### src/rtl/mdio_sta.sv
// MDIO station-management master: serializes a 32-bit clause-22 frame onto mdio_out with a divided mdc,
// and captures the 16-bit read value for OP=10. Optional frame checking is enabled by MDIO_FRAME_CHECK_EN.
module mdio_sta #(
  parameter int MDC_HALF = 2
) (
  input  logic        clk,
  input  logic        rst,
  input  logic        start,
  input  logic [31:0] t_data,
  input  logic        mdio_in,
  output logic        mdc,
  output logic        mdio_out,
  output logic        mdio_oe,
  output logic        busy,
  output logic        done,
  output logic [15:0] rd_data,
  output logic        err
);

  localparam int DW = (2 * MDC_HALF > 2) ? $clog2(2 * MDC_HALF) : 1;
  localparam logic [DW-1:0] DIV_LAST = DW'(2 * MDC_HALF - 1);
  localparam logic [DW-1:0] DIV_RISE = DW'(MDC_HALF - 1);
  localparam logic [DW-1:0] DIV_HI   = DW'(MDC_HALF);

  typedef enum logic [1:0] {IDLE, TX, RX, DONE} state_t;

  state_t        state_q, state_d;
  logic [4:0]    bit_q, bit_d;
  logic [DW-1:0] div_q, div_d;
  logic [31:0]   frame_q, frame_d;
  logic [15:0]   shift_q, shift_d;
  logic [15:0]   rd_data_q, rd_data_d;
  logic          mdc_q, mdc_d;
  logic          mdio_out_q, mdio_out_d;
  logic          mdio_oe_q, mdio_oe_d;
  logic          busy_q, busy_d;
  logic          done_q, done_d;
  logic          err_q, err_d;
  logic          frame_ok_s;

  // Frame acceptance filter applied to the incoming request.
  always_comb begin
    frame_ok_s = 1'b1;
`ifdef MDIO_FRAME_CHECK_EN
    frame_ok_s = (t_data[31:30] == 2'b01) &&
                 ((t_data[29:28] == 2'b01) || (t_data[29:28] == 2'b10));
`else
    frame_ok_s = 1'b1;
`endif
  end

  // Next-state logic; outputs are derived from the next state so they register cleanly.
  always_comb begin
    state_d   = state_q;
    bit_d     = bit_q;
    div_d     = div_q;
    frame_d   = frame_q;
    shift_d   = shift_q;
    rd_data_d = rd_data_q;
    err_d     = 1'b0;
    case (state_q)
      IDLE: begin
        if (start) begin
          if (frame_ok_s) begin
            frame_d = t_data;
            bit_d   = 5'd31;
            div_d   = '0;
            state_d = TX;
          end else begin
            err_d = 1'b1;
          end
        end else begin
          state_d = IDLE;
        end
      end
      TX, RX: begin
        // Sample the slave on the clock that raises mdc.
        if ((state_q == RX) && (div_q == DIV_RISE)) begin
          shift_d = {shift_q[14:0], mdio_in};
        end else begin
          shift_d = shift_q;
        end
        if (div_q == DIV_LAST) begin
          div_d = '0;
          if (bit_q == 5'd0) begin
            state_d = DONE;
            if (frame_q[29:28] == 2'b10) begin
              rd_data_d = shift_q;
            end else begin
              rd_data_d = rd_data_q;
            end
          end else begin
            bit_d = bit_q - 5'd1;
            if ((bit_q == 5'd16) && (frame_q[29:28] == 2'b10)) begin
              state_d = RX;
            end else begin
              state_d = state_q;
            end
          end
        end else begin
          div_d = div_q + DW'(1);
        end
      end
      DONE: begin
        state_d = IDLE;
        bit_d   = 5'd31;
        div_d   = '0;
      end
      default: begin
        state_d = IDLE;
        bit_d   = 5'd31;
        div_d   = '0;
      end
    endcase

    busy_d     = (state_d == TX) || (state_d == RX);
    done_d     = (state_d == DONE);
    mdc_d      = busy_d && (div_d >= DIV_HI);
    mdio_oe_d  = (state_d == TX);
    mdio_out_d = (state_d == TX) ? frame_d[bit_d] : 1'b0;
  end

  // State and registered outputs with synchronous active-low reset.
  always_ff @(posedge clk) begin
    if (!rst) begin
      state_q    <= IDLE;
      bit_q      <= 5'd31;
      div_q      <= '0;
      frame_q    <= 32'd0;
      shift_q    <= 16'd0;
      rd_data_q  <= 16'd0;
      mdc_q      <= 1'b0;
      mdio_out_q <= 1'b0;
      mdio_oe_q  <= 1'b0;
      busy_q     <= 1'b0;
      done_q     <= 1'b0;
      err_q      <= 1'b0;
    end else begin
      state_q    <= state_d;
      bit_q      <= bit_d;
      div_q      <= div_d;
      frame_q    <= frame_d;
      shift_q    <= shift_d;
      rd_data_q  <= rd_data_d;
      mdc_q      <= mdc_d;
      mdio_out_q <= mdio_out_d;
      mdio_oe_q  <= mdio_oe_d;
      busy_q     <= busy_d;
      done_q     <= done_d;
      err_q      <= err_d;
    end
  end

  assign mdc      = mdc_q;
  assign mdio_out = mdio_out_q;
  assign mdio_oe  = mdio_oe_q;
  assign busy     = busy_q;
  assign done     = done_q;
  assign rd_data  = rd_data_q;
  assign err      = err_q;

endmodule

### config.mk
export PLATFORM = sky130hd
export DESIGN_NAME = mdio_sta
export DESIGN_NICKNAME = d
export VERILOG_FILES = /design/src/rtl/mdio_sta.sv
export SDC_FILE = /design/constraint.sdc
export NUM_CORES = 1
export LEC_CHECK = 0
export CAP_MARGIN = 20
export CORE_MARGIN = 4
export CORE_UTILIZATION = 40
export CTS_CLUSTER_DIAMETER = 50
export DETAILED_ROUTE_END_ITERATION = 16
export PLACE_DENSITY = 0.7
export SYNTH_ARGS = -nofsm -noshare
export SYNTH_HDL_FRONTEND = slang
export SYNTH_SLANG_ARGS = --single-unit
### constraint.sdc
create_clock -name clk -period 5.85 [get_ports clk]
set_input_delay 1.17 -clock clk [delete_from_list [all_inputs] [get_ports clk]]
set_output_delay 1.17 -clock clk [all_outputs]
set_load 0.005 [all_outputs]
==> results.py, run 1 <==
metrics = {
    "status": {
        "status": "finished, final reports clean",
    },
    "cells_and_area": {
        "layout-drive-gt1-share": 0.0769,
        "fillers": 786,
        "multiInputGateArea_mm2": 0.00167,
        "area_delta_synth_final_pct": 24.1,
        "seq_area_mm2": 0.00156,
        "layout.nets": 469,
        "n_antenna_cell": 0,
    },
    "global_routing": {
        "grt_pass1_vias": 2582,
        "use_met1": 0.194,
        "grt_pass1_wl_um": 11800,
        "grtUsageMet3": 0.0368,
        "grt_max_degree": 68,
        "top_usage_layer": "met2",
        "overflow": 0,
        "use_met2": 0.223,
        "grt_use_total": 0.147,
        "antenna_found_initial": 0,
    },
    "sta": {
        "hold_slack_ps": 454,
        "drv_slew": 0,
        "finClkSkew_ps": 9.57,
        "slew-limit-headroom": 0.474,
        "period_minus_slack_ps": 3350,
        "timing.fmax_mhz": 299,
        "setup_viol": 0,
        "worstMarginPinSlew_ps": 789,
        "min_period_over_period": 0.572,
        "fin_ws_ps": 2500,
        "rsz0062_at_grt": "no",
        "setup_tns_ps": 0,
        "final_hold_viol_count": 0,
    },
    "clock_network": {
        "cts.clk_slew.worst_paths_ps": 80,
        "clockBufferDepth": 2,
        "root_buffer": "clkbuf_8",
        "post_cts.repair.setup_buffers": 0,
        "insertion_delay_ps": 360,
        "cts-buffers-inserted": 9,
        "cts_htree_levels": 3,
        "cts_resized": 0,
        "clkSinkCount": 78,
        "tritoncts": "built",
        "cts.hold.buffers_added": 0,
    },
    "critical_path": {
        "crit_fanout": 17,
        "timing.rr.start": "state_q[1]$_SDFF_PN0_",
        "cp.required_ps": 6120,
        "worstSetupPathType": "primary input to flip-flop",
        "worstSetupStartpoint": "start",
        "worstPathArrival_ps": 3620,
        "crit_path_start_kind": "primary input",
        "rr_worst_depth": 9,
        "r2r_end": "mdio_out$_SDFF_PN0_",
        "regToRegSetupSlack_ps": 2970,
        "setup.worst_path.end_class": "flip-flop",
    },
    "detailed_routing": {
        "wire_per_inst_um": 12.9,
        "drc": 0,
        "wl_um": 6910,
        "firstDrtPassIters": 4,
        "viasPerCell": 5.03,
        "ant_nets": 0,
        "drtIter0Drc": 91,
        "route.vias.total": 2685,
    },
    "synth": {
        "synth-seq-cells": 78,
        "syn_nets": 422,
        "yosys_warnings": 0,
        "synth_edf_count": 0,
        "synth_area_mm2": 0.00338,
        "ys_seq_area_frac": 0.462,
        "synth_ff_type": "dfxtp_1",
        "async_flop_share": 0,
        "syn_area_per_cell_um2": 8.97,
        "syn-instance-count": 377,
        "synth_cell_types": 43,
    },
    "min_path": {
        "hp-class": "flip-flop to flip-flop",
        "whs_endpoint": "rd_data[5]$_SDFFE_PN0P_",
        "min_from": "rd_data[5]$_SDFFE_PN0P_",
        "min_delay_path_depth": 2,
    },
    "floorplan": {
        "num_io_pins": 58,
        "row_count": 33,
        "die_h_um": 99.9,
        "dieWidth_um": 99.9,
        "initial_core_util": 0.411,
        "coreArea_mm2": 0.00822,
        "die_area_mm2": 0.00999,
    },
    "place": {
        "pre_cts_ws_ps": 2160,
        "hpwl_um": 4950,
        "port-buffer-count": 56,
        "place_congestion": 0.822,
    },
    "power": {
        "pwr_density_cell_mw_per_mm2": 267,
        "total_leakage_power_nw": 1.67,
        "ir_worst_vdd_mv": 0.165,
    },
    "flow_run": {
        "drv_cap": 0,
    },
}
[power breakdown]
| group | leakage, nW | internal [W] | switching [W] |
|---|---|---|---|
| registers | 0.635 | 0.000548 | 0.00000784 |
| clock network | 0.101 | 0.000206 | 0.000222 |
| logic | 0.937 | 0.0000694 | 0.0000660 |
| total | 1.67 | 0.000824 | 0.000296 |
[cell families after synthesis]
| family | count (synthesis) | synth area share |
|---|---|---|
| simple gates | 148 | 0.197 |
| flops | 78 | 0.462 |
| compound gates | 61 | 0.110 |
| mux | 50 | 0.152 |
| buf+inv | 30 | 0.0444 |
| fa+ha+maj | 9 | 0.0333 |
| other cells | 1 | 0.00111 |
[layout make-up]
cell class                 instances  share of cell area
inverter                           8             0.00716
clock inverter                     7              0.0215
clock buffer                       9              0.0295
multi-input combinational        269               0.398
timing repair buffer              58               0.140
tap                              105              0.0313
sequential                        78               0.372
[layer usage]
| layer | vias up | part of all wire |
|---|---|---|
| met5 | - | 0 |
| met1 | 1253 | 0.47 |
| li1 | 1362 | - |
| met2 | 59 | 0.45 |
| met3 | 11 | 0.052 |
| met4 | 0 | 0.024 |
[state kept, by name (all words and copies together) (netlist names), 2 cells and up]
register  count
state_q       2
frame_q      32
div_q         2
bit_q         5
shift_q      16
rd_data      16
[worst max-delay path, stage by stage]
cell             delay [ps]
clkdlybuf4s50_1         450
or2b_1                  290
o22ai_1                 160
a211o_1                 650
mux2_2                  420
o221ai_2                130
a21oi_1                  70
nor4_2                  270
[Yosys cell counts, types with 3 or more instances]
master | n | share of area
mux2_2 | 7 | 0.023
dfxtp_1 | 78 | 0.46
nand2_1 | 76 | 0.084
o22ai_1 | 5 | 0.0093
o21ai_0 | 3 | 0.0044
nand3_1 | 3 | 0.0044
nand2b_1 | 4 | 0.0074
clkbuf_1 | 12 | 0.013
a21oi_1 | 39 | 0.058
nor2_1 | 43 | 0.048
ha_1 | 9 | 0.033
buf_1 | 4 | 0.0044
nor3_1 | 3 | 0.0044
and2_1 | 6 | 0.011
inv_1 | 8 | 0.0089
mux2i_1 | 42 | 0.12
nor2b_1 | 3 | 0.0056
a211o_1 | 3 | 0.0078
[through the flow]
step | power [W] | utilization | cells | cell area [um^2]
after CTS | 0.00113 | 0.508 | 533 | 4170
final | 0.00112 | 0.510 | 534 | 4190
after global placement | 0.000700 | 0.482 | 517 | 3960
after global routing | 0.00117 | 0.510 | 534 | 4190
after floorplan | 0.000661 | - | 377 | 3380
after detailed placement | 0.000703 | 0.482 | 517 | 3960
[cells in the final DEF, fill, tap and decap left out, types with 2 or more instances in the layout]
master	netlist	layout
o21ai_0	3	3
o22ai_1	5	5
mux2i_1	42	42
and2_1	6	6
clkbuf_8	0	9
clkdlybuf4s50_1	0	56
nand2b_1	4	4
nor3_1	3	3
clkinvlp_4	0	2
inv_1	8	7
a21oi_1	39	39
nor2_1	43	43
and3_1	2	2
inv_6	0	2
nand3_1	3	3
nand2_1	76	76
a2bb2oi_1	2	2
dfxtp_1	78	78
a211o_1	3	3
ha_1	9	9
nor2b_1	3	3
mux2_2	7	7
[worst max path at each step]
stage,to,slack [ps]
2_1_floorplan,mdio_out$_SDFF_PN0_,3150
3_3_place_gp,mdio_out$_SDFF_PN0_,2240
3_5_place_dp,mdio_out$_SDFF_PN0_,2160
4_1_cts,mdio_out$_SDFF_PN0_,2510
5_1_grt,mdio_out$_SDFF_PN0_,2370
6_report,mdio_out$_SDFF_PN0_,2500
No activity file was read; power rests on OpenSTA's default activity.
==> inputs of run 2 (changes only) <==
--- a/config.mk
+++ b/config.mk
@@ -10,7 +10,7 @@
 export CORE_UTILIZATION = 40
 export CTS_CLUSTER_DIAMETER = 50
 export DETAILED_ROUTE_END_ITERATION = 16
-export PLACE_DENSITY = 0.7
+export PLACE_DENSITY = 0.73
 export SYNTH_ARGS = -nofsm -noshare
 export SYNTH_HDL_FRONTEND = slang
 export SYNTH_SLANG_ARGS = --single-unit
==> constraint.sdc (replaced) <==
create_clock -name clk -period 2.8 [get_ports clk]
set_input_delay 0.56 -clock clk [delete_from_list [all_inputs] [get_ports clk]]
set_output_delay 0.56 -clock clk [all_outputs]
set_load 0.005 [all_outputs]
==> run 2 against run 1 <==
  * Global-route usage up 0.077 points
  * Flip-flop and latch count unchanged
  * Clock power up 100%
  * Die area unchanged
  * Via count up 0.19%
  * Sequential power up 110%
  * Non-clock buffer count up 5
  * Clock skew down 1.7 ps
  * Largest cell class unchanged
==> results.py, run 2 (synthesis gave the netlist of run 1 again) <==
metrics = {
    "status": {
        "status": "finished, final reports clean",
    },
    "global_routing": {
        "overflow": 0,
        "grt_use_total": 0.148,
        "antenna_found_initial": 0,
        "grt_max_degree": 36,
        "grt_pass1_vias": 2565,
        "grt_pass1_wl_um": 11900,
    },
    "sta": {
        "min_period_over_period": 0.902,
        "finClkSkew_ps": 7.87,
        "setup_viol": 0,
        "final_hold_viol_count": 0,
        "drv_slew": 0,
        "worstMarginPinSlew_ps": 621,
        "period_minus_slack_ps": 2530,
        "timing.fmax_mhz": 396,
        "setup_tns_ps": 0,
        "slew-limit-headroom": 0.585,
        "hold_slack_ps": 457,
        "rsz0062_at_grt": "no",
    },
    "clock_network": {
        "cts.hold.buffers_added": 0,
        "cts_resized": 0,
        "clkSinkCount": 78,
        "cts_htree_levels": 3,
        "insertion_delay_ps": 350,
        "cts-buffers-inserted": 9,
        "tritoncts": "built",
        "cts.clk_slew.worst_paths_ps": 90,
        "root_buffer": "clkbuf_8",
        "post_cts.repair.setup_buffers": 0,
        "clockBufferDepth": 2,
    },
    "detailed_routing": {
        "route.vias.total": 2690,
        "viasPerCell": 4.99,
        "drc": 0,
        "ant_nets": 0,
        "wire_per_inst_um": 13.3,
        "drtIter0Drc": 83,
        "firstDrtPassIters": 5,
        "wl_um": 7150,
    },
    "cells_and_area": {
        "largest_reg_flops": 32,
        "layout.nets": 474,
        "largest-register": "frame_q",
        "final_common_cell": "dfxtp_1",
        "most-common-layout-cells": "dfxtp_1, nand2_1, clkdlybuf4s50_1",
        "fin_util": 0.514,
        "n_antenna_cell": 0,
        "area_delta_synth_final_pct": 24.9,
        "layout-drive-gt1-share": 0.0876,
    },
    "power": {
        "ir_worst_vdd_mv": 0.296,
        "power_frac_comb": 0.125,
        "p_sw_frac": 0.260,
        "p_sw_w": 0.000605,
        "total_leakage_power_nw": 1.70,
        "seqPwrFrac": 0.500,
        "p_int_w": 0.00172,
        "pwr_density_cell_mw_per_mm2": 551,
        "power.total_w": 0.00233,
        "p_clk_frac": 0.375,
    },
    "critical_path": {
        "setup.worst_path.end_class": "flip-flop",
        "worstSetupPathType": "flip-flop to flip-flop",
        "worstPathArrival_ps": 2770,
        "crit_path_start_kind": "flip-flop",
        "cp.required_ps": 3050,
        "crit_fanout": 8,
    },
    "flow_run": {
        "drv_cap": 0,
    },
    "place": {
        "port-buffer-count": 56,
        "place_congestion": 0.842,
        "hpwl_um": 5240,
    },
    "floorplan": {
        "die_h_um": 99.9,
        "row_count": 33,
        "dieWidth_um": 99.9,
        "die_area_mm2": 0.00999,
        "num_io_pins": 58,
        "initial_core_util": 0.411,
        "coreArea_mm2": 0.00822,
    },
    "min_path": {
        "hp-class": "flip-flop to flip-flop",
    },
}
## run 2: cell types whose count changed in the layout (fill, tap and decap cells not counted), sizes merged
cell	before	now
buf	2	7
clkinvlp	2	1
clkinv	1	2
## run 2: path summary, 6_finish.rpt
path | start | endpoint | slack, ps | depth (start not counted)
worst max-delay path | div_q[0]$_SDFF_PN0_ | mdio_out$_SDFF_PN0_ | 270 | 8
worst min-delay path | rd_data[6]$_SDFFE_PN0P_ | rd_data[6]$_SDFFE_PN0P_ | 460 | 2
worst max register to register | div_q[0]$_SDFF_PN0_ | mdio_out$_SDFF_PN0_ | 270 | 8
worst min register to register | rd_data[6]$_SDFFE_PN0P_ | rd_data[6]$_SDFFE_PN0P_ | 460 | 2
## run 2: final cells by class
type                            count  area [um^2]
Sequential cell                    78         1560
Timing Repair Buffer               63          626
Tap cell                          105          131
Clock inverter                      7         81.3
Fill cell                         789         3990
Inverter                            8         30.0
Multi-Input combinational cell    269         1670
Clock buffer                        9          124
## run 2: metrics by stage
step	worst slack, ps	std cells	area (um^2)
final	275	539	4220
after global routing	149	539	4220
after CTS	295	539	4220
after detailed placement	99.5	523	4020
after global placement	116	523	4020
after floorplan	555	377	3380
## run 2: per-layer routing
layer,routed length (um),share of wire,track usage
met3,345,0.048,0.0431
met1,3260,0.46,0.185
met4,77,0.011,0.0599
met2,3470,0.49,0.241
met5,0,0,0
## run 2: worst max-delay path: stages (launching register included)
cell and delay (ps):
dfxtp_1 390, ha_1 330, or4b_1 500, a21oi_1 170
a2bb2oi_1 430, nand2_1 110, a221o_1 300, a21oi_2 140
nor4_2 60
## run 2: power by group through the flow
stage	registers, W	clock network (W)	logic, W
final	0.00116	0.000872	0.000292
after global routing	0.00117	0.000941	0.000320
after CTS	0.00116	0.000901	0.000293
after detailed placement	0.00119	0	0.000292
after global placement	0.00119	0	0.000287
after floorplan	0.00118	0	0.000198
